## src/rtl/mc_main_fsm_pkg.sv

```systemverilog
// mc_pkg: state encoding, opcodes and datapath select codes shared by control and datapath.
package mc_pkg;

    typedef enum logic [3:0] {
        S_FETCH,
        S_DECODE,
        S_MEMADR,
        S_MEMREAD,
        S_MEMWB,
        S_MEMWRITE,
        S_EXECR,
        S_EXECI,
        S_JAL,
        S_ALUWB,
        S_BEQ,
        S_TRAP
    } state_t;

    localparam logic [6:0] OP_LOAD  = 7'b0000011;
    localparam logic [6:0] OP_STORE = 7'b0100011;
    localparam logic [6:0] OP_R     = 7'b0110011;
    localparam logic [6:0] OP_I     = 7'b0010011;
    localparam logic [6:0] OP_JAL   = 7'b1101111;
    localparam logic [6:0] OP_BEQ   = 7'b1100011;

    localparam logic [1:0] RES_ALUOUT    = 2'b00;
    localparam logic [1:0] RES_DATA      = 2'b01;
    localparam logic [1:0] RES_ALURESULT = 2'b10;

    localparam logic [1:0] SRCA_PC    = 2'b00;
    localparam logic [1:0] SRCA_OLDPC = 2'b01;
    localparam logic [1:0] SRCA_RS1   = 2'b10;

    localparam logic [1:0] SRCB_RS2  = 2'b00;
    localparam logic [1:0] SRCB_IMM  = 2'b01;
    localparam logic [1:0] SRCB_FOUR = 2'b10;

    localparam logic [1:0] ALUOP_ADD   = 2'b00;
    localparam logic [1:0] ALUOP_SUB   = 2'b01;
    localparam logic [1:0] ALUOP_FUNCT = 2'b10;

endpackage

```

## src/rtl/mc_main_fsm_if.sv

```systemverilog
// mc_main_fsm_if: opcode in, datapath enables and selects out of the main control FSM.
interface mc_main_fsm_if;
    logic [6:0] i_OpCode;
    logic       o_PCUpdate;
    logic       o_Branch;
    logic       o_IRWrite;
    logic       o_AdrSrc;
    logic       o_MemWrite;
    logic       o_RegWrite;
    logic [1:0] o_ResultSrc;
    logic [1:0] o_ALUSrcA;
    logic [1:0] o_ALUSrcB;
    logic [1:0] o_ALUOp;
    logic       o_Retire;
    logic       o_Illegal;

    modport master (
        input  i_OpCode,
        output o_PCUpdate, o_Branch, o_IRWrite, o_AdrSrc, o_MemWrite, o_RegWrite,
               o_ResultSrc, o_ALUSrcA, o_ALUSrcB, o_ALUOp, o_Retire, o_Illegal
    );

    modport slave (
        output i_OpCode,
        input  o_PCUpdate, o_Branch, o_IRWrite, o_AdrSrc, o_MemWrite, o_RegWrite,
               o_ResultSrc, o_ALUSrcA, o_ALUSrcB, o_ALUOp, o_Retire, o_Illegal
    );
endinterface

```

## src/rtl/mc_main_fsm.sv

```systemverilog
// mc_main_fsm: multi-cycle RV32I main control FSM with Moore datapath controls.
module mc_main_fsm
    import mc_pkg::*;
(
    input logic           i_Clk,
    input logic           i_Reset,
    mc_main_fsm_if.master bus
);

    state_t     state_q, state_d;
    logic [6:0] op;

    assign op = bus.i_OpCode;

    always_ff @(posedge i_Clk) begin
        if (i_Reset) state_q <= S_FETCH;
        else         state_q <= state_d;
    end

    // Unused encodings fall through to FETCH.
    always_comb begin
        state_d = S_FETCH;
        case (state_q)
            S_FETCH:   state_d = S_DECODE;
            S_DECODE:  state_d = (op == OP_LOAD || op == OP_STORE) ? S_MEMADR :
                                 (op == OP_R)   ? S_EXECR :
                                 (op == OP_I)   ? S_EXECI :
                                 (op == OP_JAL) ? S_JAL   :
                                 (op == OP_BEQ) ? S_BEQ   : S_TRAP;
            S_MEMADR:  state_d = (op == OP_LOAD) ? S_MEMREAD : S_MEMWRITE;
            S_MEMREAD: state_d = S_MEMWB;
            S_EXECR, S_EXECI, S_JAL: state_d = S_ALUWB;
            S_TRAP:    state_d = S_TRAP;
            default:   state_d = S_FETCH;
        endcase
    end

    // Reset masks every control so nothing is written while reset is held.
    always_comb begin
        bus.o_PCUpdate  = 1'b0;
        bus.o_Branch    = 1'b0;
        bus.o_IRWrite   = 1'b0;
        bus.o_AdrSrc    = 1'b0;
        bus.o_MemWrite  = 1'b0;
        bus.o_RegWrite  = 1'b0;
        bus.o_ResultSrc = RES_ALUOUT;
        bus.o_ALUSrcA   = SRCA_PC;
        bus.o_ALUSrcB   = SRCB_RS2;
        bus.o_ALUOp     = ALUOP_ADD;
        bus.o_Retire    = 1'b0;
        bus.o_Illegal   = 1'b0;
        if (!i_Reset) begin
            case (state_q)
                S_FETCH: begin
                    bus.o_IRWrite   = 1'b1;
                    bus.o_ALUSrcB   = SRCB_FOUR;
                    bus.o_ResultSrc = RES_ALURESULT;
                    bus.o_PCUpdate  = 1'b1;
                end
                S_DECODE: begin
                    bus.o_ALUSrcA = SRCA_OLDPC;
                    bus.o_ALUSrcB = SRCB_IMM;
                end
                S_MEMADR: begin
                    bus.o_ALUSrcA = SRCA_RS1;
                    bus.o_ALUSrcB = SRCB_IMM;
                end
                S_MEMREAD: bus.o_AdrSrc = 1'b1;
                S_MEMWB: begin
                    bus.o_ResultSrc = RES_DATA;
                    bus.o_RegWrite  = 1'b1;
                    bus.o_Retire    = 1'b1;
                end
                S_MEMWRITE: begin
                    bus.o_AdrSrc   = 1'b1;
                    bus.o_MemWrite = 1'b1;
                    bus.o_Retire   = 1'b1;
                end
                S_EXECR: begin
                    bus.o_ALUSrcA = SRCA_RS1;
                    bus.o_ALUOp   = ALUOP_FUNCT;
                end
                S_EXECI: begin
                    bus.o_ALUSrcA = SRCA_RS1;
                    bus.o_ALUSrcB = SRCB_IMM;
                    bus.o_ALUOp   = ALUOP_FUNCT;
                end
                S_JAL: begin
                    bus.o_ALUSrcA  = SRCA_OLDPC;
                    bus.o_ALUSrcB  = SRCB_FOUR;
                    bus.o_PCUpdate = 1'b1;
                end
                S_ALUWB: begin
                    bus.o_RegWrite = 1'b1;
                    bus.o_Retire   = 1'b1;
                end
                S_BEQ: begin
                    bus.o_ALUSrcA = SRCA_RS1;
                    bus.o_ALUOp   = ALUOP_SUB;
                    bus.o_Branch  = 1'b1;
                    bus.o_Retire  = 1'b1;
                end
                S_TRAP:  bus.o_Illegal = 1'b1;
                default: ;
            endcase
        end
    end

endmodule

```

## src/flat_wrapper.sv

```systemverilog
// flat-port wrapper written by rule: the top's interface ports become plain ports
module mc_main_fsm_flat import mc_pkg::*;
  (i_Clk, i_Reset, bus_i_OpCode, bus_o_PCUpdate, bus_o_Branch, bus_o_IRWrite, bus_o_AdrSrc, bus_o_MemWrite, bus_o_RegWrite, bus_o_ResultSrc, bus_o_ALUSrcA, bus_o_ALUSrcB, bus_o_ALUOp, bus_o_Retire, bus_o_Illegal);
  mc_main_fsm_if bus_i ();
  input logic i_Clk;
  input logic i_Reset;
  input wire logic [$bits(bus_i.i_OpCode)-1:0] bus_i_OpCode;
  output wire logic [$bits(bus_i.o_PCUpdate)-1:0] bus_o_PCUpdate;
  output wire logic [$bits(bus_i.o_Branch)-1:0] bus_o_Branch;
  output wire logic [$bits(bus_i.o_IRWrite)-1:0] bus_o_IRWrite;
  output wire logic [$bits(bus_i.o_AdrSrc)-1:0] bus_o_AdrSrc;
  output wire logic [$bits(bus_i.o_MemWrite)-1:0] bus_o_MemWrite;
  output wire logic [$bits(bus_i.o_RegWrite)-1:0] bus_o_RegWrite;
  output wire logic [$bits(bus_i.o_ResultSrc)-1:0] bus_o_ResultSrc;
  output wire logic [$bits(bus_i.o_ALUSrcA)-1:0] bus_o_ALUSrcA;
  output wire logic [$bits(bus_i.o_ALUSrcB)-1:0] bus_o_ALUSrcB;
  output wire logic [$bits(bus_i.o_ALUOp)-1:0] bus_o_ALUOp;
  output wire logic [$bits(bus_i.o_Retire)-1:0] bus_o_Retire;
  output wire logic [$bits(bus_i.o_Illegal)-1:0] bus_o_Illegal;
  assign bus_i.i_OpCode = bus_i_OpCode;
  assign bus_o_PCUpdate = bus_i.o_PCUpdate;
  assign bus_o_Branch = bus_i.o_Branch;
  assign bus_o_IRWrite = bus_i.o_IRWrite;
  assign bus_o_AdrSrc = bus_i.o_AdrSrc;
  assign bus_o_MemWrite = bus_i.o_MemWrite;
  assign bus_o_RegWrite = bus_i.o_RegWrite;
  assign bus_o_ResultSrc = bus_i.o_ResultSrc;
  assign bus_o_ALUSrcA = bus_i.o_ALUSrcA;
  assign bus_o_ALUSrcB = bus_i.o_ALUSrcB;
  assign bus_o_ALUOp = bus_i.o_ALUOp;
  assign bus_o_Retire = bus_i.o_Retire;
  assign bus_o_Illegal = bus_i.o_Illegal;
  mc_main_fsm u_core (.i_Clk(i_Clk), .i_Reset(i_Reset), .bus(bus_i));
endmodule
```

## config.mk

```make
export PLATFORM = sky130hd
export DESIGN_NAME = mc_main_fsm_flat
export DESIGN_NICKNAME = d
export VERILOG_FILES = /design/src/rtl/mc_main_fsm_pkg.sv /design/src/rtl/mc_main_fsm_if.sv /design/src/rtl/mc_main_fsm.sv /design/src/flat_wrapper.sv
export SDC_FILE = /design/constraint.sdc
export NUM_CORES = 1
export LEC_CHECK = 0
export ABC_AREA = 0
export BUFFER_PORTS_ARGS = -buffer_cell sky130_fd_sc_hd__buf_2
export CAP_MARGIN = 20
export CORE_AREA = 2 2 39 41
export CTS_BUF_LIST = sky130_fd_sc_hd__clkbuf_8
export CTS_CLUSTER_SIZE = 40
export DETAILED_ROUTE_END_ITERATION = 16
export DIE_AREA = 0 0 41 43
export GPL_TIMING_DRIVEN = 0
export PLACE_DENSITY = 0.72
export SETUP_SLACK_MARGIN = 0.15
export SLEW_MARGIN = 20
export SYNTH_ARGS = -nofsm -noshare
export SYNTH_HDL_FRONTEND = slang
export SYNTH_SLANG_ARGS = --single-unit
```

## constraint.sdc

```tcl
create_clock -name i_Clk -period 2 [get_ports i_Clk]
set_input_delay 0.3 -clock i_Clk [delete_from_list [all_inputs] [get_ports i_Clk]]
set_output_delay 0.3 -clock i_Clk [all_outputs]
set_load 0.1 [all_outputs]
```

==> metrics.txt, run 1 <==
run status finished, final reports clean; number of sinks handled by clock tree synthesis 4; initial antenna violation count 0; final hold vios 0; total of buffers placed on input and output ports 24; critical path's slowest cell sky130_fd_sc_hd__dfxtp_2; beginning of the critical path u_core.state_q[2]$_SDFF_PP0_; Distinct cells, synth 32; RSZ-0062 raised after global routing true; Final GP Congestion 0.834; floorplan die area about 1800 sq um; total congestion overflow 0; critical path launch point type register; vias in the first global route 589; row count 14; Regs by FF count u_core.state_q x4; total routing usage reported by global routing 22.2%; die boundary width 41 um; worst reg2reg path endpoint u_core.state_q[1]$_SDFF_PP0_; minimum clock period 1820 ps; Via density 5.73; Fmax around 550 MHz; sequential-to-total area share from yosys stat between 10% and 20%; arrival time reported for the critical path endpoint 1520 ps; root buf cell sky130_fd_sc_hd__clkbuf_8; sequential group share of total power under 10%; Post-Syn Nets 80; clock share of power about 11%; DRT Pass-1 Iters 4; I/O pin count 25; destination of the critical timing path bus_o_Retire; flop and latch count out of synthesis 4; combinational share of power 80.5%; clk_skew 1.25 ps; Detail Placement HPWL 1.16 mm; share of the clock period used by the worst path 91.2%; mean area per synthesized cell 6.80 sq um; number of flip-flops in the largest register 4; summed negative setup slack over all endpoints 0 ps; slew of the pin with the lowest slew margin 491 ps; switching power share of the total 57.2%; worst r2r path cells 3; Register-to-Register Setup Slack 400 ps; post-route DRC violation count 0; first-iteration detailed-routing DRC count 23; worst hold path depth 3; number of buffers inserted during clock tree synthesis 3; layout cell share with drive strength beyond 1 61.8%; headroom to the max-slew limit 67.5%; critical path data required time ~1700 ps; worst hold path type in2reg; count of pins over their slew limit 0; worst-case vdd ir drop 0.913 mV; Setup-failing EPs final 0; delay of the slowest cell on the worst path 320 ps; Worst-Skew Late Latency 220 ps; aggregate routed wire length about 1.7 mm; layout overhead on the synthesized area 111%; H-tree Lvls 1; initial standard-cell utilization of the core 34.9%; reported max-cap violation count 0; synthesized cell area just under 500 sq um; cell-by-cell listing of the critical path buf_6 -> nand3b_1 -> nand2_2 -> nor2_1 -> a211oi_4 -> buf_12; CTS clk-pin slew, worst paths 30 ps; leak pwr 0.373 nW; Die Span Y between 40 and 50 um; nets between 100 and 150; wire length of the first global-routing pass 2.68 mm; maximum number of pins on one net before global-route repair 11; final standard cell count with taps included and fillers excluded 118; total chip power between 1.5 and 2 mW; detailed-route via count ~680; wire length per cell after detailed routing between 10 and 15 um; r2r startpoint u_core.state_q[0]$_SDFF_PP0_; register with the highest flop count u_core.state_q; clock tree from TritonCTS done; power density normalized to cell area 1540 nW/um^2; Inserted Diodes 0; maximum net fanout on the critical path 10; Internal Power 0.673 mW; Core Area 1380 sq um; Crit. End Element output pin; total number of yosys warnings 0; number of nets with antenna violations after detailed routing 0; post-cts hold buffer count 0; Mapped Cells 71; critical path class reg2out; number of placed instances, taps included 111; buffer levels on the longest clock path 2; net switching power of the design 0.898 mW
Yosys cell counts (all sizes together):
| library cell | n | area (sq um) |
|---|---|---|
| nor2b | 1 | 6.26 |
| nor3 | 4 | 20.0 |
| a21oi | 2 | 10.0 |
| o21ai | 3 | 15.0 |
| inv | 3 | 11.3 |
| nor2 | 6 | 22.5 |
| nor4 | 5 | 31.3 |
| or4 | 3 | 22.5 |
| buf | 5 | 31.3 |
| and3 | 1 | 6.26 |
| dfxtp | 4 | 80.1 |
| a31oi | 4 | 25.0 |
| nor4b | 1 | 8.76 |
| nand2 | 6 | 22.5 |
| nand3 | 2 | 10.0 |
| or3 | 1 | 6.26 |
| and2 | 1 | 6.26 |
| nand3b | 1 | 7.51 |
| clkbuf | 4 | 15.0 |
| o31ai | 1 | 7.51 |
| o21a | 1 | 7.51 |
| a21o | 1 | 7.51 |
| xnor2 | 2 | 17.5 |
| or2b | 1 | 8.76 |
| a211oi | 2 | 15.0 |
| nand4bb | 1 | 27.5 |
| o21bai | 1 | 7.51 |
| o211ai | 1 | 7.51 |
| nand2b | 2 | 12.5 |
| nand4 | 1 | 6.26 |
final cells by class:
| cell class | count | area (sq um) |
|---|---|---|
| inverter | 3 | 15.0 |
| clock buffer | 3 | 41.3 |
| sequential | 4 | 83.8 |
| tap | 16 | 20.0 |
| multi-input combinational | 55 | 502 |
| timing repair buffer | 28 | 238 |
| buffer | 9 | 119 |
| fill | 108 | 365 |
stage by stage:
stage               hold slack (ps)  instance area, sq um  worst slack, ps  util, %
global route                    382                  1020              126     73.6
CTS                             369                   922             58.7     66.6
detailed placement              589                   841              114     60.8
floorplan                       454                   701             -659        -
global placement                584                   841              135     60.8
finish                          375                  1020              177     73.6
cells by family after synthesis:
| logic type | after synthesis | synth area share [%] |
|---|---|---|
| XOR/XNOR | 2 | 3.63 |
| buffers and inverters | 12 | 11.9 |
| flip-flops | 4 | 16.6 |
| AND/OR/NAND/NOR | 37 | 46.6 |
| AO/OA/AOI/OAI | 16 | 21.2 |
power groups by stage:
stage | logic [mW] | clock network, mW | registers [mW]
global placement | 1.09 | 0 | 0.136
CTS | 1.15 | 0.168 | 0.135
global route | 1.33 | 0.178 | 0.142
finish | 1.26 | 0.169 | 0.138
floorplan | 0.972 | 0 | 0.128
detailed placement | 1.10 | 0 | 0.137
critical path, delay by kind of cell, from the launching register on:
kind,cells,cell delay [ps]
buffers and inverters,2,360
AOI/OAI and AO/OA,1,200
and+or+nand+nor,3,420
DFF,1,320
routing by layer:
layer | wire [um] | vias up | part of all wire, % | global-route usage [%]
met5 | 0 | - | 0 | 0
met4 | 17 | 0 | 0.98 | 8.67
met3 | 101 | 5 | 5.8 | 4.71
met2 | 954 | 30 | 55 | 34.1
met1 | 660 | 317 | 38 | 29.1
li1 | - | 324 | - | -
cell usage in the layout, fill, tap and decap left out, types with 2 or more instances in the layout:
cell type,count
sky130_fd_sc_hd__nand2_1,5
sky130_fd_sc_hd__buf_6,9
sky130_fd_sc_hd__clkbuf_4,2
sky130_fd_sc_hd__nor4_4,5
sky130_fd_sc_hd__inv_1,2
sky130_fd_sc_hd__dfxtp_2,3
sky130_fd_sc_hd__a31oi_1,4
sky130_fd_sc_hd__nor3_1,2
sky130_fd_sc_hd__buf_2,9
sky130_fd_sc_hd__buf_12,2
sky130_fd_sc_hd__buf_4,9
sky130_fd_sc_hd__clkbuf_8,5
sky130_fd_sc_hd__or4_1,3
sky130_fd_sc_hd__buf_8,4
sky130_fd_sc_hd__nand2b_1,2
sky130_fd_sc_hd__o21ai_0,3
sky130_fd_sc_hd__nor2_1,3
sky130_fd_sc_hd__nor3_4,2
sky130_fd_sc_hd__nor2_2,2
how the worst min path moves through the flow:
stage            start                            to
6_report       i_Reset  u_core.state_q[2]$_SDFF_PP0_
5_1_grt        i_Reset  u_core.state_q[2]$_SDFF_PP0_
4_1_cts        i_Reset  u_core.state_q[2]$_SDFF_PP0_
3_5_place_dp   i_Reset  u_core.state_q[2]$_SDFF_PP0_
3_3_place_gp   i_Reset  u_core.state_q[2]$_SDFF_PP0_
2_1_floorplan  i_Reset  u_core.state_q[2]$_SDFF_PP0_
timing repair:
action                     CTS  global route
setup endpoints to repair   13            12
resized for setup           15            19
buffers inserted             0             4
gates cloned                 0             0
pin swaps                    0             1
Power figures use the tool's default switching activity.
==> run 2, diff against run 1 <==
--- a/config.mk
+++ b/config.mk
@@ -14,7 +14,7 @@
 export DETAILED_ROUTE_END_ITERATION = 16
 export DIE_AREA = 0 0 41 43
 export GPL_TIMING_DRIVEN = 0
-export PLACE_DENSITY = 0.72
+export PLACE_DENSITY_LB_ADDON = 0.08
 export SETUP_SLACK_MARGIN = 0.15
 export SLEW_MARGIN = 20
 export SYNTH_ARGS = -nofsm -noshare
==> run 2 against run 1 <==
Compared with the run above:
- cell count down 2.5%
- sequential share of layout area is 0.12 points higher
- global-route usage decreased by 1.5 points
- via count shrank 5.8%
- sequential power is 3% higher
- setup slack better by 2.9 ps
- die area stayed put
- clock power about the same
- cell area fell by 1.5%
- combinational power hardly changed
- wire length shrank 11%
- largest cell class unchanged
- register-to-register slack improved by 90 ps
==> metrics.txt, run 2 (synthesis gave the netlist of run 1 again) <==
headroom to the max-slew limit 68.0%; Register-to-Register Setup Slack 490 ps; count of pins over their slew limit 0; Core Area approximately 1400 sq um; Routed met2 length 764 um; row count 14; wire length of the first global-routing pass 2.53 mm; critical path's slowest cell sky130_fd_sc_hd__dfxtp_2; cell area reported after detailed placement 841 sq um; met3 WL post-DR roughly 74 um; Regs by FF count u_core.state_q x4; Crit. End Element output pin; Max Used Layer met4; worst-case vdd ir drop 0.926 mV; worst r2r path cells 3; Die Span Y roughly 43 um; aggregate routed wire length 1.55 mm; die boundary width ~41 um; critical path launch point type register; initial standard-cell utilization of the core 34.9%; register with the highest flop count u_core.state_q; power density normalized to cell area 1550 nW/um^2; buffer levels on the longest clock path 2; total congestion overflow 0; total chip power ~1.6 mW; initial antenna violation count 0; slew of the pin with the lowest slew margin about 480 ps; hold slack between 300 and 400 ps; share of the clock period used by the worst path 91.0%; final hold vios 0; r2r startpoint u_core.state_q[0]$_SDFF_PP0_; delay of the slowest cell on the worst path around 330 ps; Fmax 549 MHz; number of sinks handled by clock tree synthesis 4; first-iteration detailed-routing DRC count 5; minimum clock period 1820 ps; maximum net fanout on the critical path 10; RSZ-0062 raised after global routing true; final std cell area, no fill 1000 sq um; maximum number of pins on one net before global-route repair 11; worst hold path type in2reg; arrival time reported for the critical path endpoint roughly 1500 ps; met1 wire length 698 um; I/O pin count 25; layout overhead on the synthesized area 108%; CTS clk-pin slew, worst paths 30 ps; total routing usage reported by global routing 20.7%; number of buffers inserted during clock tree synthesis 3; H-tree Lvls 1; commonest cells after routing, fill and taps aside sky130_fd_sc_hd__buf_2, sky130_fd_sc_hd__buf_6, sky130_fd_sc_hd__nand2_1, sky130_fd_sc_hd__buf_4; Final GP Congestion 0.803; clock tree from TritonCTS done; total of buffers placed on input and output ports 24; post-cts hold buffer count 0; leak pwr 0.361 nW; number of nets with antenna violations after detailed routing 0; worst reg2reg path endpoint u_core.state_q[1]$_SDFF_PP0_; Detail Placement HPWL between 1 and 1.5 mm; Inserted Diodes 0; Worst-Skew Late Latency 220 ps; layout cell share with drive strength beyond 1 60.6%; vias in the first global route 589; reported max-cap violation count 0; worst hold path depth 3; clk_skew 2.67 ps; detailed-route via count 637; CP bufs+invs 3; most common cell after layout, fill and taps aside sky130_fd_sc_hd__buf_2; critical path class reg2out; dominant delay contributor by cell family on the critical path buffers and inverters; critical path data required time approximately 1700 ps; hold path startpoint i_Reset; Via density 5.54; run status finished, final reports clean; DRT Pass-1 Iters 4; floorplan die area about 1800 sq um; cell-by-cell listing of the critical path buf_6 -> clkinvlp_4 -> and3_1 -> a21oi_2 -> nor3_4 -> buf_6; hold-critical path endpoint u_core.state_q[2]$_SDFF_PP0_; post-route DRC violation count 0; root buf cell sky130_fd_sc_hd__clkbuf_8; most frequent CP cell sky130_fd_sc_hd__buf_6; utilization of the core after routing between 70% and 80%; layout filler cell count 107; Setup-failing EPs final 0; wire length per cell after detailed routing 13.5 um; number of flip-flops in the largest register 4; nets 110
-- run 2: worst max path at each step --
stage | cells after the start | slack, ps | endpoint | startpoint
after floorplan | 4 | -660 | bus_o_ResultSrc[1] | u_core.state_q[2]$_SDFF_PP0_
after global placement | 6 | 140 | bus_o_ResultSrc[1] | i_Reset
after detailed placement | 6 | 130 | bus_o_ResultSrc[1] | i_Reset
after CTS | 5 | 70 | bus_o_ALUSrcB[0] | u_core.state_q[1]$_SDFF_PP0_
after global routing | 6 | 90 | bus_o_ALUSrcB[0] | u_core.state_q[2]$_SDFF_PP0_
final | 6 | 180 | bus_o_ALUSrcB[0] | u_core.state_q[2]$_SDFF_PP0_
-- run 2: layout make-up --
class,instances,area [sq um],share of cell area [%]
inverter,3,18.8,1.87
sequential,4,83.8,8.35
multi-input combinational,55,499,49.8
clock buffer,3,41.3,4.11
timing repair buffer,25,216,21.6
buffer,9,124,12.3
tap,16,20.0,2.00
-- run 2: per-layer routing --
layer	track usage, %	vias up
met1	26.5	294
met5	0	-
met4	10.7	0
met3	4.19	2
met2	31.3	23
li1	-	318
-- run 2: stage by stage --
step / std cells / setup TNS (ps) / setup slack (ps)
global placement: 111 / 0 / 141
finish: 115 / 0 / 180
detailed placement: 111 / 0 / 134
global route: 115 / 0 / 93.0
floorplan: 71 / -1880 / -659
CTS: 114 / 0 / 71.8
-- run 2: worst reg2reg max path: stages (launching register included) --
cell and delay [ps]:
sky130_fd_sc_hd__dfxtp_2 330, sky130_fd_sc_hd__or4_1 490, sky130_fd_sc_hd__or4_1 470, sky130_fd_sc_hd__a31oi_1 160
-- run 2: power breakdown --
| group | internal, mW | switching [mW] |
|---|---|---|
| logic | 0.427 | 0.814 |
| registers | 0.110 | 0.0322 |
| clock network | 0.128 | 0.0424 |
| total | 0.665 | 0.888 |
-- run 2: what timing repair did --
item,4_1_cts,5_1_grt
pin swaps,0,0
gates resized for setup,17,17
setup endpoints to repair,13,12
setup buffers,0,1
hold endpoints to repair,0,0
==> run 3, diff against run 2 <==
==> constraint.sdc (replaced) <==
create_clock -name i_Clk -period 2.1 [get_ports i_Clk]
set_input_delay 0.315 -clock i_Clk [delete_from_list [all_inputs] [get_ports i_Clk]]
set_output_delay 0.315 -clock i_Clk [all_outputs]
set_load 0.1 [all_outputs]
==> run 3 against run 2 <==
Compared with the run above:
- cell area down 8.1%
- setup slack better by 35 ps
- largest power group unchanged
- critical path depth is the same
- global-route usage decreased by 2.5 points
- cell count fell by 0.87%
==> metrics.txt, run 3 (synthesis gave the netlist of run 1 again) <==
run status finished, final reports clean; initial antenna violation count 0; aggregate routed wire length 1.43 mm; vias in the first global route roughly 570; Via density 5.56; Regs by FF count u_core.state_q x4; final standard cell count with taps included and fillers excluded about 110; met3 WL post-DR approximately 67 um; wire length of the first global-routing pass ~2.3 mm; Max Used Layer met4; critical path class reg2out; register with the highest flop count u_core.state_q; most common cell after layout, fill and taps aside sky130_fd_sc_hd__buf_2; headroom to the max-slew limit 67.7%; number of placed instances, taps included 111; count of pins over their slew limit 0; number of buffers inserted during clock tree synthesis 3; number of flip-flops in the largest register 4; DRT Pass-1 Iters 4; maximum net fanout on the critical path 10; Resized cells post-CTS 7; arrival time reported for the critical path endpoint approximately 1600 ps; H-tree Lvls 1; post-cts hold buffer count 0; final hold vios 0; reported max-cap violation count 0; detailed-route via count ~630; clk_skew 0.922 ps; worst hold path type in2reg; final std cell area, no fill 922 sq um; RSZ-0062 raised after global routing true; commonest cells after routing, fill and taps aside sky130_fd_sc_hd__buf_2, sky130_fd_sc_hd__clkbuf_4, sky130_fd_sc_hd__clkbuf_8, sky130_fd_sc_hd__nand2_1; total routing usage reported by global routing 18.3%; number of nets with antenna violations after detailed routing 0; CTS clk-pin slew, worst paths 30 ps; Crit. End Element output pin; I/O pin count 25; minimum clock period 1890 ps; number of sinks handled by clock tree synthesis 4; post-route DRC violation count 0; first-iteration detailed-routing DRC count 9; initial standard-cell utilization of the core 34.9%; Die Span Y 43 um; total of buffers placed on input and output ports 24; Inserted Diodes 0; clock tree from TritonCTS done; slew of the pin with the lowest slew margin 489 ps; met1 wire length just over 600 um; Core Area between 1000 and 1500 sq um; row count 14; critical path data required time 1780 ps; root buf cell sky130_fd_sc_hd__clkbuf_8; die boundary width 41 um; layout overhead on the synthesized area 90.9%; critical path launch point type register; Routed met2 length 726 um; nets 109; layout cell share with drive strength beyond 1 a little under three fifths; maximum number of pins on one net before global-route repair 11; Detail Placement HPWL ~1.1 mm; share of the clock period used by the worst path between 80 and 90%; post-CTS setup buffer count 0; layout filler cell count 112; Setup-failing EPs final 0; floorplan die area 1760 sq um; Fmax 530 MHz; buffer levels on the longest clock path 2; cell area reported after detailed placement 825 sq um; total congestion overflow 0; wire length per cell after detailed routing 12.5 um; leak pwr between 0.3 and 0.4 nW; Worst-Skew Late Latency about 220 ps; power density normalized to cell area 1490 nW/um^2; Final GP Congestion 0.809; worst-case vdd ir drop 1.08 mV
## run 3: cell types whose count changed in the layout (fill, tap and decap cells not counted), sizes merged
cell and change:
buf -6, clkbuf +5, clkinvlp -1, inv +1
## run 3: worst paths after layout
path,cells after the start,slack (ps),endpoint,from
setup / recovery,6,210,bus_o_ALUSrcB[0],u_core.state_q[0]$_SDFF_PP0_
hold / removal,3,390,u_core.state_q[2]$_SDFF_PP0_,i_Reset
setup reg to reg,3,560,u_core.state_q[1]$_SDFF_PP0_,u_core.state_q[0]$_SDFF_PP0_
hold reg to reg,3,620,u_core.state_q[1]$_SDFF_PP0_,u_core.state_q[2]$_SDFF_PP0_
## run 3: area by class of cell
type / instances / area (sq um) / share of cell area (%)
inverter: 3 / 15.0 / 1.63
sequential: 4 / 82.6 / 8.96
multi-input combinational: 55 / 480 / 52.1
timing repair buffer: 24 / 173 / 18.7
tap: 16 / 20.0 / 2.17
clock buffer: 3 / 41.3 / 4.48
buffer: 9 / 110 / 11.9
## run 3: critical path: stages (launching register included)
cell and delay (ps):
sky130_fd_sc_hd__dfxtp_2 330, sky130_fd_sc_hd__clkbuf_8 180, sky130_fd_sc_hd__clkinvlp_4 190, sky130_fd_sc_hd__and3_1 190, sky130_fd_sc_hd__a21oi_1 210, sky130_fd_sc_hd__nor3_4 50, sky130_fd_sc_hd__buf_6 190
## run 3: where the power goes
group	switching (mW)	total, mW	internal (mW)
logic	0.747	1.08	0.336
clock network	0.0384	0.160	0.122
registers	0.0248	0.128	0.103
total	0.810	1.37	0.561
## run 3: through the flow
stage / power [mW] / setup TNS (ps) / utilization (%) / setup WS, ps / hold WS, ps
5_1_grt: 1.44 / 0 / 66.6 / 137 / 402
2_1_floorplan: 1.03 / -1380 / - / -574 / 469
4_1_cts: 1.34 / 0 / 63.8 / 152 / 381
3_3_place_gp: 1.15 / 0 / 59.6 / 214 / 600
3_5_place_dp: 1.15 / 0 / 59.6 / 200 / 606
6_report: 1.37 / 0 / 66.6 / 214 / 389
## run 3: layer usage
layer | GRT usage (%) | vias up
met5 | 0 | -
li1 | - | 314
met3 | 4.71 | 2
met4 | 4.00 | 0
met2 | 27.5 | 20
met1 | 25.4 | 298
